==> config.mk <==
export PLATFORM = sky130hd
export DESIGN_NAME = clk_div_gen
export DESIGN_NICKNAME = d
export VERILOG_FILES = /design/src/rtl/clk_div_gen.sv
export SDC_FILE = /design/constraint.sdc
export NUM_CORES = 1
export LEC_CHECK = 0
export CAP_MARGIN = 20
export CORE_MARGIN = 10
export CORE_UTILIZATION = 40
export CTS_BUF_LIST = sky130_fd_sc_hd__clkbuf_8
export CTS_CLUSTER_DIAMETER = 40
export CTS_CLUSTER_SIZE = 28
export DETAILED_ROUTE_END_ITERATION = 6
export HOLD_SLACK_MARGIN = 0.05
export SYNTH_ARGS = -nofsm -noshare
export SYNTH_HDL_FRONTEND = slang
export SYNTH_SLANG_ARGS = --single-unit
export TNS_END_PERCENT = 20
==> constraint.sdc <==
create_clock -name clk -period 4.5 [get_ports clk]
set_input_delay 0.9 -clock clk [delete_from_list [all_inputs] [get_ports clk]]
set_output_delay 0.9 -clock clk [all_outputs]
set_load 0.02 [all_outputs]
==> src/rtl/clk_div_gen.sv <==
// Multi-channel runtime-programmable clock divider with run/halt and single-step control.
// Each channel emits a 50% duty clock plus a one-cycle tick on every rising edge.
module clk_div_gen #(
   parameter int                 NCH      = 2,
   parameter int                 W        = 26,
   parameter logic [NCH*W-1:0]   DIV_INIT = {26'd100000, 26'd1},
   parameter logic [NCH-1:0]     RUN_INIT = 2'b11,
   localparam int                SW       = (NCH > 1) ? $clog2(NCH) : 1
) (
   input  logic           clk,
   input  logic           rst_n,
   input  logic [NCH-1:0] run_en,
   input  logic [NCH-1:0] step,
   input  logic           div_we,
   input  logic [SW-1:0]  div_sel,
   input  logic [W-1:0]   div_wdata,
   output logic [NCH-1:0] clk_out,
   output logic [NCH-1:0] tick,
   output logic [NCH-1:0] busy
);

   typedef enum logic [1:0] {IDLE, RUN, STEP} state_t;

   for (genvar i = 0; i < NCH; i++) begin : g_ch
      state_t        state;
      logic [W-1:0]  count;
      logic [W-1:0]  div_act;
      logic [W-1:0]  div_pend;
      logic [W-1:0]  lim;
      logic          term;
      logic          clk_q;
      logic          tick_q;
      logic          busy_q;
      logic          wr_hit;

      always_comb begin
         lim    = (div_act == '0) ? W'(1) : div_act;
         term   = (count == lim - W'(1));
         wr_hit = div_we && (int'(div_sel) == i);
      end

      // div_act only changes at a terminal count or while idle, so phases are never cut short.
      always_ff @(posedge clk or negedge rst_n) begin
         if (!rst_n) begin
            state    <= RUN_INIT[i] ? RUN : IDLE;
            busy_q   <= RUN_INIT[i];
            count    <= '0;
            div_act  <= DIV_INIT[i*W +: W];
            div_pend <= DIV_INIT[i*W +: W];
            clk_q    <= 1'b0;
            tick_q   <= 1'b0;
         end else begin
            tick_q <= 1'b0;
            if (wr_hit)
               div_pend <= div_wdata;
            case (state)
               IDLE: begin
                  count   <= '0;
                  clk_q   <= 1'b0;
                  div_act <= div_pend;
                  if (run_en[i]) begin
                     state  <= RUN;
                     busy_q <= 1'b1;
                  end else if (step[i]) begin
                     state  <= STEP;
                     busy_q <= 1'b1;
                  end
               end
               RUN, STEP: begin
                  if (term) begin
                     count   <= '0;
                     div_act <= div_pend;
                     if (clk_q) begin
                        clk_q <= 1'b0;
                        if (state == STEP) begin
                           state  <= IDLE;
                           busy_q <= 1'b0;
                        end
                     end else if (state == STEP || run_en[i]) begin
                        clk_q  <= 1'b1;
                        tick_q <= 1'b1;
                     end else begin
                        state  <= IDLE;
                        busy_q <= 1'b0;
                     end
                  end else begin
                     count <= count + W'(1);
                  end
               end
               default: begin
                  state  <= IDLE;
                  busy_q <= 1'b0;
               end
            endcase
         end
      end

      assign clk_out[i] = clk_q;
      assign tick[i]    = tick_q;
      assign busy[i]    = busy_q;
   end

endmodule
==> metrics.cfg <==
[clocking]
root_buffer = clkbuf_8
cts_tree = built
post_cts_buffers = 0
cts_buffers = 17
clk_pin_slew_worst_paths_ps = 90
clk_latency_ps = 460
hold_buffers = 0
cts_num_sinks = 166
htree_num_levels = 4
clockBufferDepth = 2

[critical_path]
crit_type = register to register
regToRegSetupSlack_ps = 170
rr_startpoint = g_ch[0].div_act[23]
worstPathRequired_ps = 4850
endpoint_kind = register
crit_fanout = 27
crit_path_start_kind = register
crit_start = g_ch[0].div_act[23]
cpPeakStageDelay_ps = 560
crit_arrival_ps = 4680
cp_slowest_cell = nor4_1
path_cells = nor4_1, and3_1, a21oi_1, ha_1, nor3b_1, xnor2_1, a2111oi_0, nand3_1, or4_1, nor4b_1, a41oi_2, buf_12, mux2_2

[grt]
grt_antenna_before_repair = 0
grt_max_degree = 105
grt_pass1_wl_mm = 35.9
grtUsageTotal_pct = 15.1
grt-ovfl-total = 0
grt_pass1_vias = 6465

[yosys]
yosysWarnings = 0
ys_types = 66
avgSynthCellArea_sq_um = 10.6
synthArstFlopShare_pct = 100
synthSimpleGateAreaFrac_pct = 18.4
synth_compound_area_share_pct = 7.52
synth_xor_area_share_pct = 9.30
synthMuxAreaShare_pct = 15.0
ys.flop_type = dfrtp_1
synth_seq_cells = 166
synth_edf_count = 0
synth_area_sq_mm = 0.00923
synth_fa_ha_area_share_pct = 1.36
synth_top_family_by_area = simple AND/OR/NAND/NOR gates
synth_nets = 916
synth_cells = 872
synth-seq-area-share_pct = 45.2

[routing]
vias_per_cell = 5.50
drt-pass1-iter-count = 5
post_drt_wl_per_cell_um = 17.5
ant_nets = 0
drc = 0
drt_iter0_drc = 418
route.final.wire_length_mm = 21.6
via_count = 6772

[min_path]
hold_class = register to register
worstHoldStart = g_ch[1].div_pend[25]

[floorplanning]
core_sq_mm = 0.0227
initial_utilization_pct = 40.7
die_w_um = 172
fp.dieH_um = 172
fp-row-count = 55
ios = 40
die-area_sq_mm = 0.0296

[power]
leakage_nw = 4.34
power_density_mw_per_mm2 = 568
irDropWorstVdd_mv = 0.257

[sta]
worstMarginPinSlew_ps = 975
final.setup_skew_ps = 11.0
setup_violations = 0
period_minus_slack_ps = 4330
hold_viol_final = 0
period_share_pct = 96.2
rsz0062_at_grt = false
final_max_slew_viol_count = 0
setup_ws_ps = 172
fmax_mhz = 231
slew_headroom_pct = 35.0

[placed_design]
portBuffers = 39
place.gp.congestion = 0.911
post-dp-hpwl_mm = 16.0
pre_cts_slack_ps = -37.3
dpl-instance-area_sq_mm = 0.0101

[layout]
antenna_cells = 0
areaGrowthSynthToFinish_pct = 14.7
stdcell_area_sq_mm = 0.0106
drive_above_1_share_pct = 22.7
fin_nets = 978

[flow_run]
max_cap_viol_count = 0

[run_status]
status = complete, no violations

power by group:
part           switching (W)  internal [W]  leakage (nW)
sequential          0.000424       0.00190          2.05
combinational        0.00133       0.00135          2.10
clock               0.000604      0.000396         0.186
cells in the mapped netlist, types with 3 or more instances:
library cell	instances	share of area [%]
nor3b_1	5	0.41
a21oi_1	18	0.98
or4_1	13	1.1
nor3_1	28	1.5
a21o_1	5	0.41
a31oi_1	5	0.34
buf_2	7	0.38
inv_1	19	0.77
nor2_1	78	3.2
mux2_2	81	9.9
nand2_1	50	2.0
buf_4	6	0.49
a211oi_1	5	0.41
mux2_1	7	0.85
nor4_1	16	1.1
o31ai_1	5	0.41
nand3b_1	5	0.41
or2_2	3	0.20
nor4b_1	7	0.66
buf_6	4	0.49
nand2b_1	10	0.68
nand4_1	14	0.95
xnor2_1	43	4.1
mux2i_1	11	1.2
or3_1	7	0.47
and4_1	8	0.76
and2_1	3	0.20
clkbuf_1	25	1.0
nand4b_1	5	0.47
a2111oi_0	8	0.76
o22ai_1	7	0.47
o21ai_0	23	1.2
xor2_1	55	5.2
nor2b_1	6	0.41
dfstp_2	18	5.1
and4b_1	4	0.43
and3_1	16	1.1
nand3_1	33	1.8
dfrtp_1	148	40
ha_1	10	1.4
mux2_4	19	3.1
critical path: cells and delay by family (launching register included):
kind | cells | cell delay [ps]
xor+xnor | 1 | 150
mux | 1 | 290
flops | 1 | 480
simple gates | 6 | 2060
fa+ha+maj | 1 | 300
compound gates | 3 | 700
buf+inv | 1 | 220
final timing paths:
check | endpoint | depth (start not counted)
setup reg to reg | g_ch[0].div_act[22] | 13
max in group asynchronous | g_ch[1].div_act[9] | 2
hold / removal | g_ch[1].div_act[25] | 1
min in group asynchronous | g_ch[0].count[16] | 1
hold reg to reg | g_ch[1].div_act[25] | 1
setup / recovery | g_ch[0].div_act[22] | 13
state kept, by name (all words and copies together) (netlist names):
name / flops
g_ch.count: 52
g_ch.clk_q: 2
g_ch.tick_q: 2
g_ch.busy_q: 2
g_ch.div_pend: 52
g_ch.div_act: 52
g_ch.state: 4
cells in the final DEF (no fill, tap or decap), types with 16 or more instances in the layout:
cell,synthesis,routed
a21oi_1,18,18
and3_1,16,16
buf_4,6,44
clkbuf_8,0,17
clkdlybuf4s50_1,0,38
dfrtp_1,148,148
dfstp_2,18,18
inv_1,19,20
mux2_2,81,80
mux2_4,19,19
nand2_1,50,50
nand3_1,33,33
nor2_1,78,78
nor3_1,28,28
o21ai_0,23,23
xnor2_1,43,43
xor2_1,55,55
metrics by stage:
step | setup TNS, ps | util [%] | power, W | instances | hold slack (ps)
2_1_floorplan | 0 | - | 0.00415 | 872 | 452
3_3_place_gp | 0 | 44.6 | 0.00494 | 1199 | 484
3_5_place_dp | -328 | 44.6 | 0.00495 | 1199 | 487
4_1_cts | 0 | 46.2 | 0.00598 | 1231 | 510
5_1_grt | 0 | 46.6 | 0.00644 | 1232 | 527
6_report | 0 | 46.6 | 0.00601 | 1232 | 508
logic make-up (layout without fill, tap and decap cells):
logic type,Yosys count,after routing
AOI/OAI and AO/OA,102,102
xor gates and xnor gates,98,98
adders and majority gates,10,10
buffers and inverters,62,137
DFF,166,166
muxes,118,118
and+or+nand+nor,316,316
timing repair:
item / in CTS / in global routing
pin swaps: 0 / 1
setup endpoints to repair: 26 / 90
gates resized for setup: 1 / 10
area by class of cell:
| class | instances | area (sq um) |
|---|---|---|
| inverters | 19 | 71.3 |
| fillers | 2131 | 12100 |
| clock inverters | 15 | 120 |
| flip-flops and latches | 166 | 4180 |
| multi-input cells | 644 | 4840 |
| well taps | 285 | 357 |
| clock buffers | 17 | 234 |
| repair buffers | 86 | 790 |
metal layers:
| metal | GRT usage (%) | wire length, um | up-vias |
|---|---|---|---|
| met3 | 3.35 | 1120 | 21 |
| met1 | 23.1 | 11300 | 3331 |
| met5 | 0 | 0 | - |
| li1 | - | - | 3275 |
| met4 | 4.54 | 255 | 0 |
| met2 | 20.5 | 8900 | 145 |
Power figures use the tool's default switching activity.
